==> src/rtl/booth_pkg.sv <==
// Shared types and helpers for the radix-4 Booth multiply-accumulate unit.
// Digits are coded sign-magnitude as {neg, two, one}.
package booth_pkg;

    typedef enum logic [1:0] {
        IDLE = 2'd0,
        CALC = 2'd1,
        HOLD = 2'd2
    } state_t;

    localparam logic [2:0] D_ZERO = 3'b000;
    localparam logic [2:0] D_P1   = 3'b001;
    localparam logic [2:0] D_P2   = 3'b010;
    localparam logic [2:0] D_M1   = 3'b101;
    localparam logic [2:0] D_M2   = 3'b110;

    function automatic int booth_iters(input int width);
        return width / 2 + 1;
    endfunction

    function automatic logic [2:0] booth_digit(input logic [2:0] win);
        logic [2:0] d;
        case (win)
            3'b001, 3'b010: d = D_P1;
            3'b011:         d = D_P2;
            3'b100:         d = D_M2;
            3'b101, 3'b110: d = D_M1;
            default:        d = D_ZERO;
        endcase
        return d;
    endfunction

endpackage

==> src/rtl/booth_r4_sel.sv <==
// Radix-4 Booth partial-product select: picks 0/1x/2x and inverts for
// negative digits; the caller adds neg as carry-in to finish the negation.
module booth_r4_sel
    import booth_pkg::*;
#(
    parameter int W = 11
) (
    input  logic [2:0]   window,
    input  logic [W-1:0] x1,
    input  logic [W-1:0] x2,
    output logic [W-1:0] addend,
    output logic         neg
);

    logic [2:0]   dig;
    logic [W-1:0] mag;

    always_comb begin
        dig = booth_digit(window);
        mag = '0;
        unique case (1'b1)
            dig[1]:  mag = x2;
            dig[0]:  mag = x1;
            default: mag = '0;
        endcase
        neg    = dig[2];
        addend = neg ? ~mag : mag;
    end

endmodule

==> src/rtl/booth_mac_r4.sv <==
// Iterative radix-4 Booth multiplier-accumulator with valid/ready on both
// sides and a one-entry output buffer that absorbs back-pressure.
module booth_mac_r4
    import booth_pkg::*;
#(
    parameter int WIDTH = 16
) (
    input  logic               clk,
    input  logic               rst_n,
    input  logic               in_valid,
    output logic               in_ready,
    input  logic [WIDTH-1:0]   multiplicand,
    input  logic [WIDTH-1:0]   multiplier,
    input  logic [1:0]         sign_mode,
    input  logic               accumulate,
    input  logic               acc_clear,
    output logic               out_valid,
    input  logic               out_ready,
    output logic [2*WIDTH-1:0] result,
    output logic               busy
);

    localparam int N  = booth_iters(WIDTH);
    localparam int XW = WIDTH + 3;
    localparam int LW = 2 * N + 1;
    localparam int PW = XW + LW;
    localparam int RW = 2 * WIDTH;
    localparam int CW = $clog2(N + 1);

    state_t         state_q;
    state_t         state_d;
    logic [CW-1:0]  cnt_q;
    logic [PW-1:0]  prod_q;
    logic [XW-1:0]  x1_q;
    logic           acc_flag_q;
    logic [RW-1:0]  acc_q;

    logic           sa;
    logic           sb;
    logic [XW-1:0]  a_ext;
    logic [2*N-1:0] b_ext;
    logic [XW-1:0]  x2;
    logic [XW-1:0]  addend;
    logic           neg;
    logic [XW-1:0]  hi_sum;
    logic [PW-1:0]  prod_nx;
    logic [RW-1:0]  product;
    logic [RW-1:0]  final_val;
    logic [RW-1:0]  load_val;
    logic           buf_free;
    logic           done;
    logic           load_buf;

    assign sa    = sign_mode[1] & multiplicand[WIDTH-1];
    assign sb    = sign_mode[0] & multiplier[WIDTH-1];
    assign a_ext = {{3{sa}}, multiplicand};
    assign b_ext = {{(2*N-WIDTH){sb}}, multiplier};
    assign x2    = {x1_q[XW-2:0], 1'b0};

    booth_r4_sel #(
        .W(XW)
    ) u_sel (
        .window (prod_q[2:0]),
        .x1     (x1_q),
        .x2     (x2),
        .addend (addend),
        .neg    (neg)
    );

    // Upper half takes the addend, then the whole register shifts by one digit.
    always_comb begin
        hi_sum  = prod_q[PW-1:LW] + addend + XW'(neg);
        prod_nx = PW'($signed({hi_sum, prod_q[LW-1:0]}) >>> 2);
    end

    assign product   = prod_q[RW:1];
    assign final_val = acc_flag_q ? acc_q + product : product;
    assign buf_free  = ~out_valid | out_ready;
    assign done      = (state_q == CALC) && (cnt_q == CW'(N));
    assign load_buf  = buf_free & (done | (state_q == HOLD));
    assign load_val  = (state_q == HOLD) ? acc_q : final_val;

    assign in_ready = rst_n & (state_q == IDLE);
    assign busy     = (state_q != IDLE);

    always_comb begin
        state_d = state_q;
        unique case (state_q)
            IDLE: if (in_valid) state_d = CALC;
            CALC: if (done) state_d = buf_free ? IDLE : HOLD;
            HOLD: if (buf_free) state_d = IDLE;
            default: state_d = IDLE;
        endcase
    end

    always_ff @(posedge clk or negedge rst_n) begin
        if (!rst_n) begin
            state_q <= IDLE;
        end else begin
            state_q <= state_d;
        end
    end

    // HOLD reuses acc_q as the pending result, since completion already wrote it.
    always_ff @(posedge clk or negedge rst_n) begin
        if (!rst_n) begin
            cnt_q      <= '0;
            prod_q     <= '0;
            x1_q       <= '0;
            acc_flag_q <= 1'b0;
            acc_q      <= '0;
        end else begin
            unique case (state_q)
                IDLE: begin
                    if (acc_clear) acc_q <= '0;
                    if (in_valid) begin
                        cnt_q      <= '0;
                        x1_q       <= a_ext;
                        prod_q     <= {{XW{1'b0}}, b_ext, 1'b0};
                        acc_flag_q <= accumulate;
                    end
                end
                CALC: begin
                    if (done) begin
                        acc_q <= final_val;
                    end else begin
                        prod_q <= prod_nx;
                        cnt_q  <= cnt_q + 1'b1;
                    end
                end
                default: ;
            endcase
        end
    end

    always_ff @(posedge clk or negedge rst_n) begin
        if (!rst_n) begin
            out_valid <= 1'b0;
            result    <= '0;
        end else if (load_buf) begin
            out_valid <= 1'b1;
            result    <= load_val;
        end else if (out_ready) begin
            out_valid <= 1'b0;
        end
    end

endmodule

==> config.mk <==
export PLATFORM = sky130hd
export DESIGN_NAME = booth_mac_r4
export DESIGN_NICKNAME = d
export VERILOG_FILES = /design/src/rtl/booth_pkg.sv /design/src/rtl/booth_r4_sel.sv /design/src/rtl/booth_mac_r4.sv
export SDC_FILE = /design/constraint.sdc
export NUM_CORES = 1
export LEC_CHECK = 0
export ABC_AREA = 1
export CAP_MARGIN = 20
export CORE_AREA = 8 8 144 146
export CTS_BUF_LIST = sky130_fd_sc_hd__clkbuf_4 sky130_fd_sc_hd__clkbuf_8
export DETAILED_ROUTE_END_ITERATION = 7
export DIE_AREA = 0 0 152 154
export DONT_BUFFER_PORTS = 1
export HOLD_SLACK_MARGIN = 0.03
export SLEW_MARGIN = 40
export SYNTH_ARGS = -nofsm -noshare
export SYNTH_HDL_FRONTEND = slang
export SYNTH_SLANG_ARGS = --single-unit
==> constraint.sdc <==
create_clock -name clk -period 3 [get_ports clk]
set_input_delay 0.75 -clock clk [delete_from_list [all_inputs] [get_ports clk]]
set_output_delay 0.75 -clock clk [all_outputs]
set_load 0.02 [all_outputs]
==> run_results.csv <==
group,metric,value,unit
run_status,violations,"negative hold slack",
synthesis,async_flop_share,100.0,%
setup_path,crit_chain,"nand2_1 > nand2_2 > buf_4 > o22ai_1 > xor2_1 > ha_2 > nand2_1 > nand2_1 > a31oi_1 > buf_4 > o21a_1 > nand3b_1 > nand3_1 > nand2_1",
synthesis,synthFlopType,"dfrtp_1",
job,drv_cap,0,
hold_path,hold_path_class,"in2async",
floorplanning,pin_count,75,
timing,hold_ws,-0.02722,ns
placement,placedCellCount,1551,
synthesis,syn_avg_cell_area,6.731,um^2
synthesis,ys_seq_area_share,34.63,%
timing,min_period_over_period,90.92,%
placement,detailed_place_hpwl,20310,um
global_route,grt_first_pass_wirelength,43410,um
floorplanning,die_area,23410,um^2
synthesis,syn_inst,1342,
floorplanning,die_y,154,um
setup_path,cp.depth,14,
clock_network,cts_root_buf,"clkbuf_8",
setup_path,slowest_delay,0.41,ns
setup_path,crit_required,3.36,ns
setup_path,crit_top_cell,"nand2_1",
final_layout,final_cells,1584,
setup_path,r2r_cells,14,
clock_network,clock_latency,0.46,ns
synthesis,ys.warnings.count,0,
route,drt-vias-per-instance,5.302,
timing,finalMaxSlewViolations,0,
setup_path,criticalPathCategory,"reg2reg",
setup_path,endpoint_kind,"flop",
timing,hold_viol_final,82,
synthesis,post-synth-top-count-cell,"nand2_1",
final_layout,area_growth,7.466,%
global_route,overflow,0,
synthesis,synth-seq-cells,125,
synthesis,syn_area,9032,um^2
setup_path,worstPathMaxFanout,11,
global_route,grt_pass1_vias,8209,
timing,fmax,366.6,MHz
route,dr.first_iter.drc_count,540,
synthesis,synthTopCellsByArea,"dfrtp_1 35%, nand2_1 21%, ha_1 7.1%",
placement,place_area,9280,um^2
clock_network,tritoncts,"built",
floorplanning,initial_core_util,48.94,%
global_route,grt_max_degree,127,
final_layout,fill_cells,1928,
clock_network,cts_buffers,17,
synthesis,synth_fp_nets,1435,
setup_path,path_buf_inv,2,
global_route,antenna_found_initial,0,
setup_path,worst_path_max_delay_cell,"dfrtp_1",
run_status,status,"finished, violations left",
setup_path,reg2reg_slack,0.27,ns
synthesis,synth.distinct_cells,43,
final_layout,drive_above_1_share,5.926,%
route,drcViolationCount,0,
route,drt_wl_total,26820,um
route,ant_nets,0,
timing,fin_skew,0.01433,ns
synthesis,yosysTopAreaCell,"dfrtp_1",
final_layout,postLayoutCellArea,9707,um^2
clock_network,clkTransAtPathRegs,0.09,ns
placement,gp_congestion,0.9394,
synthesis,synthTopCellsByCount,"495 x nand2_1, 153 x inv_1, 125 x dfrtp_1",
setup_path,crit_path_start_kind,"flop",
timing,setup_viol,0,
clock_network,clock_sinks,125,
floorplanning,core,18460,um^2
synthesis,synth.top_cell.area_share,34.63,%
timing,fin_crit,2.728,ns
route,vias,8398,
route,drtPass1Iterations,5,
clock_network,cts_max_level,4,
placement,io_buffers,0,
global_route,track_usage,23.24,%
timing,tightest_slew,0.6048,ns
final_layout,final_nets,1430,
final_layout,antenna_cells,0,
timing,setup_tns,0,ns
setup_path,crit_family,"simple AND/OR/NAND/NOR gates",
setup_path,worstPathArrival,3.08,ns
clock_network,clk_path_buf_depth,2,
floorplanning,fp.dieW,152,um
synthesis,synth_edf_count,0,
timing,max_slew_margin,59.26,%
route,routedWlPerCell,16.93,um
floorplanning,row_count,50,
==> cell families after synthesis <==
group	count (synthesis)	share of synthesized area [%]
flops	125	34.63
compound gates	233	14.93
fa+ha+maj	53	7.508
buf+inv	202	8.741
xor+xnor	33	3.200
simple gates	696	30.99
==> placed cells by master, fill, tap and decap left out, drive strengths merged, types with 4 or more instances in the layout <==
cell type and n:
buf 18, o21a 7, dfrtp 125, clkinv 6, o21ai 91, nand3b 8
xor2 29, xnor2 4, a21oi 68, a21o 5, inv 164, ha 51
nand4 5, o21bai 10, nor3 7, clkbuf 19, nand3 72, nand2 497
o22ai 24, a31oi 5, o211ai 16, nor2 101
==> final timing paths <==
check | startpoint | end
min in group clk | multiplicand[9] | x1_q[9]$_DFFE_PN0P_
setup / recovery | prod_q[1]$_DFFE_PN0P_ | prod_q[30]$_DFFE_PN0P_
max in group asynchronous | rst_n | prod_q[25]$_DFFE_PN0P_
hold / removal | rst_n | out_valid$_DFFE_PN0P_
hold reg to reg | prod_q[34]$_DFFE_PN0P_ | prod_q[34]$_DFFE_PN0P_
setup reg to reg | prod_q[1]$_DFFE_PN0P_ | prod_q[30]$_DFFE_PN0P_
==> cell type report <==
| class | count | area [um^2] | area share, % |
|---|---|---|---|
| Clock buffer | 19 | 249.0 | 2.565 |
| Timing Repair Buffer | 18 | 147.6 | 1.521 |
| Clock inverter | 13 | 131.4 | 1.353 |
| Sequential cell | 125 | 3128 | 32.22 |
| Tap cell | 234 | 292.8 | 3.016 |
| Inverter | 160 | 603.1 | 6.213 |
| Multi-Input combinational cell | 1015 | 5155 | 53.11 |
==> what timing repair did <==
| action | CTS | global route |
|---|---|---|
| setup buffers | 0 | 1 |
| gates resized for setup | 0 | 12 |
| hold endpoints to repair | 125 | 125 |
| endpoints found under the setup margin | 0 | 11 |
==> stage by stage <==
| step | util [%] | setup slack (ns) |
|---|---|---|
| 6_report | 52.60 | 0.2724 |
| 5_1_grt | 52.60 | -0.008814 |
| 3_3_place_gp | 50.28 | 0.1098 |
| 4_1_cts | 52.35 | 0.05755 |
| 3_5_place_dp | 50.28 | 0.07741 |
| 2_1_floorplan | - | 0.2997 |
==> sequential cells by signal, summed over array words and instances (netlist names) <==
signal	count
cnt_q	4
x1_q	17
out_valid	1
acc_flag_q	1
result	32
state_q	2
acc_q	32
prod_q	36
==> per-layer routing <==
metal | vias up | GRT usage [%] | part of all wire (%)
li1 | 4303 | - | -
met1 | 3879 | 29.07 | 45
met2 | 171 | 38.59 | 47
met3 | 45 | 5.185 | 5.3
met4 | 0 | 8.805 | 2.6
met5 | - | 0 | 0
Power is not shown: default switching activity piles up to over one toggle a cycle in this logic, so the estimate is an artifact.
